File: config.mk
export PLATFORM = sky130hd
export DESIGN_NAME = multicycle_control_flat
export DESIGN_NICKNAME = d
export VERILOG_FILES = /design/src/rtl/multicycle_control_if.sv /design/src/rtl/multicycle_control.sv /design/src/flat_wrapper.sv
export SDC_FILE = /design/constraint.sdc
export NUM_CORES = 1
export LEC_CHECK = 0
export ABC_CLOCK_PERIOD_IN_PS = 2600
export CORE_ASPECT_RATIO = 2
export CORE_UTILIZATION = 45
export DETAILED_ROUTE_END_ITERATION = 7
export PLACE_DENSITY = 0.8
export SETUP_SLACK_MARGIN = 0.5
export SLEW_MARGIN = 20
export SYNTH_ARGS = -nofsm -noshare
export SYNTH_HDL_FRONTEND = slang
export SYNTH_SLANG_ARGS = --single-unit
File: constraint.sdc
create_clock -name clk -period 2.6 [get_ports clk]
set_input_delay 0.52 -clock clk [delete_from_list [all_inputs] [get_ports clk]]
set_output_delay 0.52 -clock clk [all_outputs]
set_load 0.03 [all_outputs]
File: src/rtl/multicycle_control_if.sv
// Control-unit bundle between the IR/memory side and the multi-cycle datapath.
// master = control unit, slave = datapath/IR side.
interface multicycle_control_if #(
    parameter int unsigned CNT_W = 16
);
    logic [5:0]       OP;
    logic [5:0]       funct;
    logic             mem_ready;

    logic             IorD;
    logic             Mem_RE;
    logic             DM_WE;
    logic             IR_WE;
    logic             PC_WE;
    logic             Branch;
    logic             Reg_WE;
    logic             REG_Dst;
    logic             MEM_to_REG;
    logic             ALU_srcA;
    logic [1:0]       ALU_srcB;
    logic [1:0]       ALU_OP;
    logic [1:0]       PC_src;
    logic             illegal;
    logic             retire;
    logic [CNT_W-1:0] instr_cnt;
    logic [3:0]       state;

    modport master (
        input  OP, funct, mem_ready,
        output IorD, Mem_RE, DM_WE, IR_WE, PC_WE, Branch, Reg_WE, REG_Dst, MEM_to_REG,
               ALU_srcA, ALU_srcB, ALU_OP, PC_src, illegal, retire, instr_cnt, state
    );

    modport slave (
        output OP, funct, mem_ready,
        input  IorD, Mem_RE, DM_WE, IR_WE, PC_WE, Branch, Reg_WE, REG_Dst, MEM_to_REG,
               ALU_srcA, ALU_srcB, ALU_OP, PC_src, illegal, retire, instr_cnt, state
    );
endinterface

File: src/rtl/multicycle_control.sv
// Multi-cycle MIPS control FSM: sequences fetch/decode/execute/memory/writeback,
// stalls on mem_ready, flags illegal encodings and counts retired instructions.
module multicycle_control #(
    parameter bit          ENABLE_ADDI = 1'b1,
    parameter bit          ENABLE_J    = 1'b1,
    parameter int unsigned CNT_W       = 16
) (
    input logic                 clk,
    input logic                 rst,
    multicycle_control_if.master bus
);

    typedef enum logic [3:0] {
        StFetch   = 4'd0,
        StDecode  = 4'd1,
        StMemAdr  = 4'd2,
        StMemRd   = 4'd3,
        StMemWb   = 4'd4,
        StMemWr   = 4'd5,
        StExecute = 4'd6,
        StAluWb   = 4'd7,
        StBranch  = 4'd8,
        StAddiEx  = 4'd9,
        StAddiWb  = 4'd10,
        StJump    = 4'd11
    } state_e;

    localparam logic [5:0] OpRtype = 6'b000000;
    localparam logic [5:0] OpLw    = 6'b100011;
    localparam logic [5:0] OpSw    = 6'b101011;
    localparam logic [5:0] OpBeq   = 6'b000100;
    localparam logic [5:0] OpAddi  = 6'b001000;
    localparam logic [5:0] OpJ     = 6'b000010;

    state_e           state_q, state_d;
    logic [5:0]       op_q;
    logic [CNT_W-1:0] cnt_q;

    logic       iord, mem_re, dm_we, ir_we, pc_we, branch, reg_we, reg_dst, mem_to_reg;
    logic       alu_src_a, illegal, retire;
    logic [1:0] alu_src_b, alu_op, pc_src;

    always_ff @(posedge clk or posedge rst) begin
        if (rst) begin
            state_q <= StFetch;
            op_q    <= '0;
            cnt_q   <= '0;
        end else begin
            state_q <= state_d;
            if (state_q == StDecode) begin
                op_q <= bus.OP;
            end
            if (retire) begin
                cnt_q <= cnt_q + CNT_W'(1);
            end
        end
    end

    always_comb begin
        state_d    = StFetch;
        iord       = 1'b0;
        mem_re     = 1'b0;
        dm_we      = 1'b0;
        ir_we      = 1'b0;
        pc_we      = 1'b0;
        branch     = 1'b0;
        reg_we     = 1'b0;
        reg_dst    = 1'b0;
        mem_to_reg = 1'b0;
        alu_src_a  = 1'b0;
        alu_src_b  = 2'b00;
        alu_op     = 2'b00;
        pc_src     = 2'b00;
        illegal    = 1'b0;
        retire     = 1'b0;

        case (state_q)
            StFetch: begin
                mem_re    = 1'b1;
                alu_src_b = 2'b01;
                ir_we     = bus.mem_ready;
                pc_we     = bus.mem_ready;
                state_d   = bus.mem_ready ? StDecode : StFetch;
            end
            StDecode: begin
                alu_src_b = 2'b11;
                case (bus.OP)
                    OpRtype:    if (bus.funct[5]) state_d = StExecute;
                                else illegal = 1'b1;
                    OpLw, OpSw: state_d = StMemAdr;
                    OpBeq:      state_d = StBranch;
                    OpAddi:     if (ENABLE_ADDI) state_d = StAddiEx;
                                else illegal = 1'b1;
                    OpJ:        if (ENABLE_J) state_d = StJump;
                                else illegal = 1'b1;
                    default:    illegal = 1'b1;
                endcase
            end
            StMemAdr: begin
                alu_src_a = 1'b1;
                alu_src_b = 2'b10;
                // Only LW/SW reach here, so anything but LW is a store.
                state_d   = (op_q == OpLw) ? StMemRd : StMemWr;
            end
            StMemRd: begin
                iord    = 1'b1;
                mem_re  = 1'b1;
                state_d = bus.mem_ready ? StMemWb : StMemRd;
            end
            StMemWb: begin
                mem_to_reg = 1'b1;
                reg_we     = 1'b1;
                retire     = 1'b1;
            end
            StMemWr: begin
                iord    = 1'b1;
                dm_we   = 1'b1;
                retire  = bus.mem_ready;
                state_d = bus.mem_ready ? StFetch : StMemWr;
            end
            StExecute: begin
                alu_src_a = 1'b1;
                alu_op    = 2'b10;
                state_d   = StAluWb;
            end
            StAluWb: begin
                reg_dst = 1'b1;
                reg_we  = 1'b1;
                retire  = 1'b1;
            end
            StBranch: begin
                alu_src_a = 1'b1;
                alu_op    = 2'b01;
                pc_src    = 2'b01;
                branch    = 1'b1;
                retire    = 1'b1;
            end
            StAddiEx: begin
                alu_src_a = 1'b1;
                alu_src_b = 2'b10;
                state_d   = StAddiWb;
            end
            StAddiWb: begin
                reg_we = 1'b1;
                retire = 1'b1;
            end
            StJump: begin
                pc_src = 2'b10;
                pc_we  = 1'b1;
                retire = 1'b1;
            end
            default: state_d = StFetch;
        endcase

        // Write enables and pulses must stay quiet while reset is held.
        if (rst) begin
            ir_we   = 1'b0;
            pc_we   = 1'b0;
            dm_we   = 1'b0;
            reg_we  = 1'b0;
            illegal = 1'b0;
            retire  = 1'b0;
        end
    end

    assign bus.IorD       = iord;
    assign bus.Mem_RE     = mem_re;
    assign bus.DM_WE      = dm_we;
    assign bus.IR_WE      = ir_we;
    assign bus.PC_WE      = pc_we;
    assign bus.Branch     = branch;
    assign bus.Reg_WE     = reg_we;
    assign bus.REG_Dst    = reg_dst;
    assign bus.MEM_to_REG = mem_to_reg;
    assign bus.ALU_srcA   = alu_src_a;
    assign bus.ALU_srcB   = alu_src_b;
    assign bus.ALU_OP     = alu_op;
    assign bus.PC_src     = pc_src;
    assign bus.illegal    = illegal;
    assign bus.retire     = retire;
    assign bus.instr_cnt  = cnt_q;
    assign bus.state      = state_q;

endmodule

File: src/flat_wrapper.sv
// flat-port wrapper written by rule: the top's interface ports become plain ports
module multicycle_control_flat 
#(
    parameter bit          ENABLE_ADDI = 1'b1,
    parameter bit          ENABLE_J    = 1'b1,
    parameter int unsigned CNT_W       = 16
)
  (clk, rst, bus_OP, bus_funct, bus_mem_ready, bus_IorD, bus_Mem_RE, bus_DM_WE, bus_IR_WE, bus_PC_WE, bus_Branch, bus_Reg_WE, bus_REG_Dst, bus_MEM_to_REG, bus_ALU_srcA, bus_ALU_srcB, bus_ALU_OP, bus_PC_src, bus_illegal, bus_retire, bus_instr_cnt, bus_state);
  multicycle_control_if #(.CNT_W(CNT_W)) bus_i ();
  input logic clk;
  input logic rst;
  input wire logic [$bits(bus_i.OP)-1:0] bus_OP;
  input wire logic [$bits(bus_i.funct)-1:0] bus_funct;
  input wire logic [$bits(bus_i.mem_ready)-1:0] bus_mem_ready;
  output wire logic [$bits(bus_i.IorD)-1:0] bus_IorD;
  output wire logic [$bits(bus_i.Mem_RE)-1:0] bus_Mem_RE;
  output wire logic [$bits(bus_i.DM_WE)-1:0] bus_DM_WE;
  output wire logic [$bits(bus_i.IR_WE)-1:0] bus_IR_WE;
  output wire logic [$bits(bus_i.PC_WE)-1:0] bus_PC_WE;
  output wire logic [$bits(bus_i.Branch)-1:0] bus_Branch;
  output wire logic [$bits(bus_i.Reg_WE)-1:0] bus_Reg_WE;
  output wire logic [$bits(bus_i.REG_Dst)-1:0] bus_REG_Dst;
  output wire logic [$bits(bus_i.MEM_to_REG)-1:0] bus_MEM_to_REG;
  output wire logic [$bits(bus_i.ALU_srcA)-1:0] bus_ALU_srcA;
  output wire logic [$bits(bus_i.ALU_srcB)-1:0] bus_ALU_srcB;
  output wire logic [$bits(bus_i.ALU_OP)-1:0] bus_ALU_OP;
  output wire logic [$bits(bus_i.PC_src)-1:0] bus_PC_src;
  output wire logic [$bits(bus_i.illegal)-1:0] bus_illegal;
  output wire logic [$bits(bus_i.retire)-1:0] bus_retire;
  output wire logic [$bits(bus_i.instr_cnt)-1:0] bus_instr_cnt;
  output wire logic [$bits(bus_i.state)-1:0] bus_state;
  assign bus_i.OP = bus_OP;
  assign bus_i.funct = bus_funct;
  assign bus_i.mem_ready = bus_mem_ready;
  assign bus_IorD = bus_i.IorD;
  assign bus_Mem_RE = bus_i.Mem_RE;
  assign bus_DM_WE = bus_i.DM_WE;
  assign bus_IR_WE = bus_i.IR_WE;
  assign bus_PC_WE = bus_i.PC_WE;
  assign bus_Branch = bus_i.Branch;
  assign bus_Reg_WE = bus_i.Reg_WE;
  assign bus_REG_Dst = bus_i.REG_Dst;
  assign bus_MEM_to_REG = bus_i.MEM_to_REG;
  assign bus_ALU_srcA = bus_i.ALU_srcA;
  assign bus_ALU_srcB = bus_i.ALU_srcB;
  assign bus_ALU_OP = bus_i.ALU_OP;
  assign bus_PC_src = bus_i.PC_src;
  assign bus_illegal = bus_i.illegal;
  assign bus_retire = bus_i.retire;
  assign bus_instr_cnt = bus_i.instr_cnt;
  assign bus_state = bus_i.state;
  multicycle_control #(.ENABLE_ADDI(ENABLE_ADDI), .ENABLE_J(ENABLE_J), .CNT_W(CNT_W)) u_core (.clk(clk), .rst(rst), .bus(bus_i));
endmodule
# After elaboration in Yosys (flattened, before gate mapping)
# Index checks and enable logic that the tools add are counted.
# Widths: inputs -> output; s select.
word_totals:
  ff_bits: 26
  in_bits: 15
  output_inout_bits: 38
  elab_cells: 61
op_classes:
  addsub: 1
  n_eq_ne: 17
  mux: 30
  reduce_logical: 10
op_table:
  columns: ["operator", "n"]
  rows:
  - ["$pmux 4 s7", 1]
  - ["$pmux 4 s5", 1]
  - ["$eq 6x6->1 const B", 3]
  - ["$mux 1", 18]
  - ["$add 16x1->16 const B", 1]
  - ["$eq 4x3->1 const B", 4]
  - ["$eq 4x4->1 const B", 4]
  - ["$mux 3", 4]
  - ["$reduce_or 5->1", 2]
  - ["$eq 4x2->1 const B", 2]
  - ["$pmux 2 s2", 2]
  - ["$reduce_or 2->1", 4]
  - ["$eq 6x2->1 const B", 1]
  - ["$eq 6x3->1 const B", 1]
  - ["$eq 6x4->1 const B", 1]
  - ["$logic_not 6->1", 1]
  - ["$pmux 1 s2", 3]
  - ["$pmux 2 s3", 1]
  - ["$eq 4x1->1 const B", 1]
  - ["$logic_not 4->1", 1]
  - ["$reduce_or 4->1", 1]
  - ["$reduce_or 3->1", 1]

# Logic depth before layout (Yosys ltp)
# Gate-level depths: netlist (run 1).
depth:
  depth_word: 5
  ltp_mapped: 8
  mapped_depth_nobuf: 5

# Least setup slack after synthesis (run 1)
# OpenSTA, ideal clock, no wires.
synth_timing:
  path_kind: "in2reg"
  startpoint: "in rst"
  endpoint: "reg u_core.cnt_q[1] (netlist: u_core.bus.instr_cnt[1])"
  setup_time_ns: 0.125
  t_arrival_ns: 2.681
  t_required_ns: 2.475
  setup_slack_ns: -0.205
  stages: 4
  n_path_buf: 0
  path_cell_list: "inv_1 -> o21ai_4 -> nor3_1 -> mux2_2"
synth_between:
  elab_chain_len: 1
synth_rtl:
  columns: ["item", "line_no", "source"]
  rows:
  - ["start, declared", "flat_wrapper.sv:11", "input logic rst;"]
  - ["$mux 1", "multicycle_control.sv:156", "if (rst) begin"]
  - ["net bus_retire", "flat_wrapper.sv:29", "output wire logic [$bits(bus_i.retire)-1:0] bus_retire;"]
  - ["end signal, assigned", "multicycle_control.sv:54", "cnt_q <= cnt_q + CNT_W'(1);"]
  - ["end, declared", "multicycle_control.sv:37", "logic [CNT_W-1:0] cnt_q;"]
# The timed path passes the listed nets, and every way through them passes these cells.
# A chain may end at the register's enable or synchronous reset.

# Worst setup path in the final report (run 1)
layout_timing:
  startpoint: "in bus_OP[2]"
  endpoint: "out bus_illegal"
layout_between:
  elab_chain_len: 5
  elab_cells_between_ends: 10
  classes_between: "5 x eq/ne; 3 x mux; 2 x reduce/logical"
layout_rtl:
  columns: ["item", "line_no", "source"]
  rows:
  - ["start, declared", "flat_wrapper.sv:12", "input wire logic [$bits(bus_i.OP)-1:0] bus_OP;"]
  - ["$eq 6x6->1, or another cell as far along", "multicycle_control.sv:87", "case (bus.OP)"]
  - ["$reduce_or 5->1 (no line)", null, null]
  - ["$pmux 1 s2 *", "multicycle_control.sv:87", null]
  - ["$mux 1 *", "multicycle_control.sv:77", "case (state_q)"]
  - ["$mux 1 *", "multicycle_control.sv:156", null]
  - ["end, declared", "flat_wrapper.sv:28", "output wire logic [$bits(bus_i.illegal)-1:0] bus_illegal;"]
# Mark *: on every way between the ends. The rest lies on a longest branch, timed or not.

==> impl_metrics.env, run 1 <==
export IMPL_status="finished clean"
export IMPL_p_clk_frac=0.127
export IMPL_avgSynthCellArea_um2=9.69
export IMPL_path_clk_slew_ns=0.08
export IMPL_critPathKind="input pin to output port"
export IMPL_die_y_um=84.0
export IMPL_core_rowCount=29
export IMPL_setup_violations=0
export IMPL_drv_cap=0
export IMPL_grt_max_degree=21
export IMPL_arrival_ns=1.64
export IMPL_power_leakage_uw=0.00111
export IMPL_switching_share=0.419
export IMPL_p_int_uw=1040
export IMPL_syn_area_um2=1510
export IMPL_maxSlewViolCount=0
export IMPL_skew_ns=0.00373
export IMPL_yosys_warnings=0
export IMPL_crit_fanout=4
export IMPL_start_kind="input pin"
export IMPL_drtPass1Iterations=4
export IMPL_path_cells="dlygate4sd2_1, o21ai_0, o21ai_2, nor4_4, buf_4, nor2_2, buf_4"
export IMPL_track_usage=0.249
export IMPL_tightest_slew_ns=0.327
export IMPL_postPlaceCellArea_um2=2190
export IMPL_seq_area_frac_synth=0.430
export IMPL_place_hpwl_um=3160
export IMPL_fin_nets=262
export IMPL_grt_ovfl_total=0
export IMPL_fin_crit_ns=2.16
export IMPL_dieArea_um2=3610
export IMPL_ys_flop_type="dfrtp_1"
export IMPL_syn_inst=156
export IMPL_vias=1606
export IMPL_clock_fmax_mhz=463
export IMPL_powerDensity_nw_per_um2=732
export IMPL_cts_buffers_inserted=3
export IMPL_final_common_cell="buf_4"
export IMPL_ys_ff_latch=26
export IMPL_final_core_utilization=0.761
export IMPL_worstPathRequired_ns=2.08
export IMPL_drive_above_1_share=0.396
export IMPL_postRouteAntennaNets=0
export IMPL_antenna_found_initial=0
export IMPL_grt_pass1_wl_um=7000
export IMPL_cts_buffer_depth=2
export IMPL_rsz0062_at_grt="true"
export IMPL_max_stage_delay_ns=0.28
export IMPL_h_tree_depth=1
export IMPL_layout_common_cells="buf_4, dfrtp_1, clkdlybuf4s50_1, nor2_1"
export IMPL_slowest_stage="dlygate4sd2_1"
export IMPL_n_antenna_cell=0
export IMPL_grt_pass1_vias=1615
export IMPL_endpoint_kind="output port"
export IMPL_routabilityCongestion=0.872
export IMPL_initial_core_util=0.473
export IMPL_wl_um=4810
export IMPL_syn_num_nets=172
export IMPL_wl_per_cell_um=17.4
export IMPL_clkSinkCount=26
export IMPL_post_drt_via_cell_ratio=5.82
export IMPL_drtIter0Drc=34
export IMPL_vdd_drop_max_v=0.000539
export IMPL_critPathBufInv=3
export IMPL_hold_viol=0
export IMPL_min_path_type="flop to flop"
export IMPL_maxSlewHeadroom=0.781
export IMPL_comb_power_share=0.538
export IMPL_report_power_total_uw=1780
export IMPL_drcViolationCount=0
export IMPL_switchingPower_uw=745
export IMPL_pwr_share_seq=0.335
export IMPL_synthArstFlopShare=1.00
export IMPL_cp_common_cell="buf_4"
export IMPL_clk_latency_ns=0.26
export IMPL_synthDistinctLibCells=38
export IMPL_boundaryPins=53
export IMPL_cts_tree="built"
export IMPL_core_area_um2=3190
export IMPL_finalInstanceArea_um2=2430
export IMPL_die_x_um=43.0
export IMPL_area_growth_pct=60.8
export IMPL_synth_edf_count=0
export IMPL_fin_crit_sh=0.831
export IMPL_cts_root_buf="clkbuf_8"
export IMPL_crit_family="buffers and inverters"
export IMPL_io_buffers=47
power groups by stage:
stage	combinational, uW	clock (uW)	sequential (uW)
6_report	957	227	597
5_1_grt	1010	244	608
4_1_cts	889	229	594
3_5_place_dp	860	0	606
3_3_place_gp	833	0	595
2_1_floorplan	488	0	648
layout make-up:
type	count	area, um2
Clock buffer	4	45.0
Fill cell	207	762
Sequential cell	26	656
Timing Repair Buffer	93	796
Tap cell	31	38.8
Multi-Input combinational cell	119	881
Inverter	3	15.0
timing repair:
item	4_1_cts	5_1_grt
setup endpoints to repair	21	16
hold buffers	0	0
setup buffers	11	8
gates resized for setup	70	38
gates cloned	0	0
pin swaps	3	9
sequential cells by signal (all words and copies together), names as in the netlist:
name	cells
u_core.bus.instr_cnt	16
u_core.op_q	6
u_core.bus.state	4
metal layers:
| metal | vias to the layer above | track usage | wire [um] |
|---|---|---|---|
| li1 | 733 | - | - |
| met5 | - | 0 | 0 |
| met2 | 59 | 0.493 | 2930 |
| met1 | 800 | 0.251 | 1610 |
| met4 | 0 | 0.0992 | 117 |
| met3 | 14 | 0.0130 | 147 |
path summary, 6_finish.rpt:
kind	startpoint	endpoint	slack [ns]	cells after the start
min	u_core.bus.instr_cnt[15]	u_core.bus.instr_cnt[15]	0.49	1
max reg2reg	u_core.bus.state[3]	u_core.bus.instr_cnt[12]	0.56	7
max in group asynchronous	rst	u_core.bus.state[0]	1.72	4
min reg2reg	u_core.bus.instr_cnt[15]	u_core.bus.instr_cnt[15]	0.49	1
min in group asynchronous	rst	u_core.bus.state[3]	0.53	4
max	bus_OP[2]	bus_illegal	0.44	7
metrics by stage:
| stage | TNS [ns] | hold WS, ns | setup WS, ns | cells |
|---|---|---|---|---|
| 2_1_floorplan | 0 | 0.437 | 0.384 | 156 |
| 3_3_place_gp | -0.233 | 0.463 | -0.187 | 253 |
| 3_5_place_dp | -0.284 | 0.471 | -0.232 | 253 |
| 4_1_cts | 0 | 0.485 | 0.283 | 268 |
| 5_1_grt | 0 | 0.509 | 0.356 | 276 |
| 6_report | 0 | 0.486 | 0.439 | 276 |
kinds of logic (layout without fill, tap and decap cells):
kind of cell	after synthesis	in the layout	share of synthesized area
AOI/OAI and AO/OA	21	21	0.0911
xor gates and xnor gates	18	18	0.104
adders and majority gates	1	1	0.00828
buffers and inverters	11	100	0.0472
DFF	26	26	0.430
muxes	8	8	0.0588
and+or+nand+nor	71	71	0.260
synthesized netlist by cell type, types with 2 or more instances:
master / n / area, um2
nand4_1: 8 / 50.1
clkbuf_1: 3 / 11.3
nand2_1: 10 / 37.5
nand3_1: 7 / 35.0
a21oi_1: 4 / 20.0
dfrtp_1: 26 / 651
nor3_1: 10 / 50.1
nor2_1: 18 / 67.6
xnor2_1: 10 / 87.6
o21ai_0: 9 / 45.0
mux2_2: 7 / 78.8
a31oi_1: 2 / 12.5
nand2b_1: 2 / 12.5
and3_1: 3 / 18.8
buf_4: 2 / 15.0
nor4_1: 2 / 12.5
buf_6: 3 / 33.8
xor2_1: 8 / 70.1
inv_1: 3 / 11.3
worst register-to-register path: stages (launching register included):
cell and delay [ns]:
dfrtp_2 0.45, buf_4 0.15, buf_4 0.15, a21boi_4 0.15
buf_4 0.14, or4_4 0.55, nor3_4 0.21, xor2_1 0.17
No activity file was read; power rests on OpenSTA's default activity.
==> run 2: changes to the inputs <==
- ABC_CLOCK_PERIOD_IN_PS: 2600 -> 2200
- clock period: 2.6 -> 2.2 ns (I/O delays scaled with it)
==> run 2 against run 1 <==
  * Via count rose by 6.8%
  * First-iteration DRC count rose by 65%
  * Largest cell class unchanged
  * Hold slack got worse by 0.083 ns
  * Clock-buffer cell count did not move
  * Sequential power rose by 22%
  * Core utilization rose by 10 points
  * Combinational power rose by 49%
  * Largest power group unchanged
==> impl_metrics.env, run 2 (synthesis gave the netlist of run 1 again) <==
export IMPL_dp_cells=257
export IMPL_min_path_type="input pin to asynchronous set/reset pin"
export IMPL_routabilityCongestion=0.851
export IMPL_powerDensity_nw_per_um2=880
export IMPL_die_y_um=84.0
export IMPL_fin_nets=275
export IMPL_track_usage=0.307
export IMPL_cts_tree="built"
export IMPL_met1Wirelength_um=1850
export IMPL_initial_core_util=0.473
export IMPL_max_stage_delay_ns=0.46
export IMPL_area_growth_pct=82.6
export IMPL_setup_violations=0
export IMPL_wl_um=5860
export IMPL_grt_pass1_vias=1766
export IMPL_cts_root_buf="clkbuf_8"
export IMPL_worstPathRequired_ns=1.76
export IMPL_io_buffers=47
export IMPL_drv_cap=0
export IMPL_critPathBufInv=3
export IMPL_pwr_share_seq=0.299
export IMPL_holdWs_ns=0.403
export IMPL_antenna_found_initial=0
export IMPL_grt_ovfl_total=0
export IMPL_skew_ns=0.00576
export IMPL_endpoint_kind="output port"
export IMPL_grt_pass1_wl_um=8280
export IMPL_path_clk_slew_ns=0.09
export IMPL_grt_max_degree=18
export IMPL_final_core_utilization=0.864
export IMPL_clock_fmax_mhz=484
export IMPL_layout_common_cells="buf_4, buf_6, dfrtp_1, dlygate4sd2_1, xnor2_1"
export IMPL_comb_power_share=0.587
export IMPL_top_layer="met4"
export IMPL_place_hpwl_um=3540
export IMPL_vdd_drop_max_v=0.000689
export IMPL_dr_wl_met3_um=256
export IMPL_status="finished clean"
export IMPL_drive_above_1_share=0.554
export IMPL_n_antenna_cell=0
export IMPL_wl_per_cell_um=20.3
export IMPL_crit_cells=6
export IMPL_fin_cells=289
export IMPL_drtIter0Drc=56
export IMPL_largest_reg_flops=16
export IMPL_critPathKind="flop to output port"
export IMPL_clk_latency_ns=0.27
export IMPL_vias=1716
export IMPL_hold_viol=0
export IMPL_switching_share=0.425
export IMPL_place_ws_ns=-0.554
export IMPL_path_cells="buf_6, or2b_4, buf_6, a21oi_4, nor3_4, buf_6"
export IMPL_cts_buffers_inserted=3
export IMPL_rsz0062_at_grt="true"
export IMPL_boundaryPins=53
export IMPL_maxSlewViolCount=0
export IMPL_reg2reg_setup_slack_ns=0.16
export IMPL_reg2reg_depth=7
export IMPL_switchingPower_uw=1030
export IMPL_final_common_cell="buf_4"
export IMPL_arrival_ns=1.63
export IMPL_postRouteAntennaNets=0
export IMPL_crit_start="u_core.bus.state[1]"
export IMPL_h_tree_depth=1
export IMPL_layout_setup_ws_ns=0.132
export IMPL_p_clk_frac=0.113
export IMPL_slowest_stage="dfrtp_2"
export IMPL_drcViolationCount=0
export IMPL_crit_fanout=7
export IMPL_p_int_uw=1400
export IMPL_power_leakage_uw=0.00125
export IMPL_crit_family="flip-flops"
export IMPL_drtPass1Iterations=4
export IMPL_start_kind="flop"
export IMPL_post_drt_via_cell_ratio=5.94
export IMPL_clkSinkCount=26
export IMPL_die_x_um=43.0
export IMPL_endpoint="bus_retire"
export IMPL_dieArea_um2=3610
export IMPL_cts_buffer_depth=2
export IMPL_fin_crit_ns=2.07
export IMPL_maxSlewHeadroom=0.697
export IMPL_cp_common_cell="buf_6"
export IMPL_tightest_slew_ns=0.447
export IMPL_r2r_start="u_core.bus.state[1]"
export IMPL_fin_crit_sh=0.940
export IMPL_route_met2_wl_um=3420
export IMPL_core_rowCount=29
export IMPL_r2r_end="u_core.bus.instr_cnt[12]"
export IMPL_core_area_um2=3190
## run 2: changes by cell type in the layout (fill, tap and decap cells not counted), moves of 3 or more
| cell | before | now |
|---|---|---|
| buf_6 | 8 | 30 |
| clkdlybuf4s50_1 | 21 | 1 |
| dlygate4sd2_1 | 6 | 20 |
| nor2_4 | 1 | 8 |
| buf_4 | 41 | 47 |
| nor2_1 | 14 | 8 |
| buf_2 | 7 | 3 |
| dlymetal6s2s_1 | 4 | 0 |
| nand2_1 | 10 | 6 |
| nand2_2 | 0 | 3 |
| nand2b_4 | 0 | 3 |
| nor3_1 | 6 | 3 |
| nor3_4 | 3 | 6 |
## run 2: worst min-delay path, cell delays in order
cell and delay, ns:
dlygate4sd2_1 0.27, clkinvlp_4 0.14, buf_4 0.15
## run 2: final cells by class
class / instances / area (um2)
inverters: 3 / 15.0
repair buffers: 106 / 952
clock buffers: 4 / 45.0
fillers: 159 / 433
well taps: 31 / 38.8
flip-flops and latches: 26 / 656
multi-input cells: 119 / 1050
## run 2: stage by stage
stage	TNS [ns]	area, um2	power [uW]
finish	0	2760	2430
global route	0	2760	2520
CTS	0	2620	2280
detailed placement	-2.43	2310	1840
global placement	-1.75	2310	1790
floorplan	0	1650	1420
## run 2: power by group through the flow
stage,sequential [uW],combinational [uW],clock [uW]
2_1_floorplan,774,647,0
3_3_place_gp,711,1070,0
3_5_place_dp,723,1110,0
4_1_cts,711,1290,276
5_1_grt,739,1490,297
6_report,727,1430,275
## run 2: metal layers
metal  vias to the layer above  GRT usage
li1                        757          -
met3                        28     0.0368
met4                         0      0.187
met2                        86      0.590
met1                       845      0.279
met5                         -          0
## run 2: worst min path at each step
stage                   startpoint                      end  slack (ns)  depth (start not counted)
detailed placement  u_core.op_q[0]           u_core.op_q[0]        0.49                          1
floorplan                      rst  u_core.bus.instr_cnt[0]        0.36                          1
global placement    u_core.op_q[0]           u_core.op_q[0]        0.48                          1
CTS                            rst      u_core.bus.state[2]        0.38                          3
global route                   rst      u_core.bus.state[2]        0.40                          3
finish                         rst      u_core.bus.state[2]        0.40                          3
## run 2: repair_timing
| item | CTS | global route |
|---|---|---|
| hold buffers | 0 | 0 |
| endpoints found under the setup margin | 57 | 36 |
| resized for setup | 170 | 36 |
| cloned | 0 | 0 |
| buffers inserted | 22 | 6 |
| pin swaps | 19 | 6 |
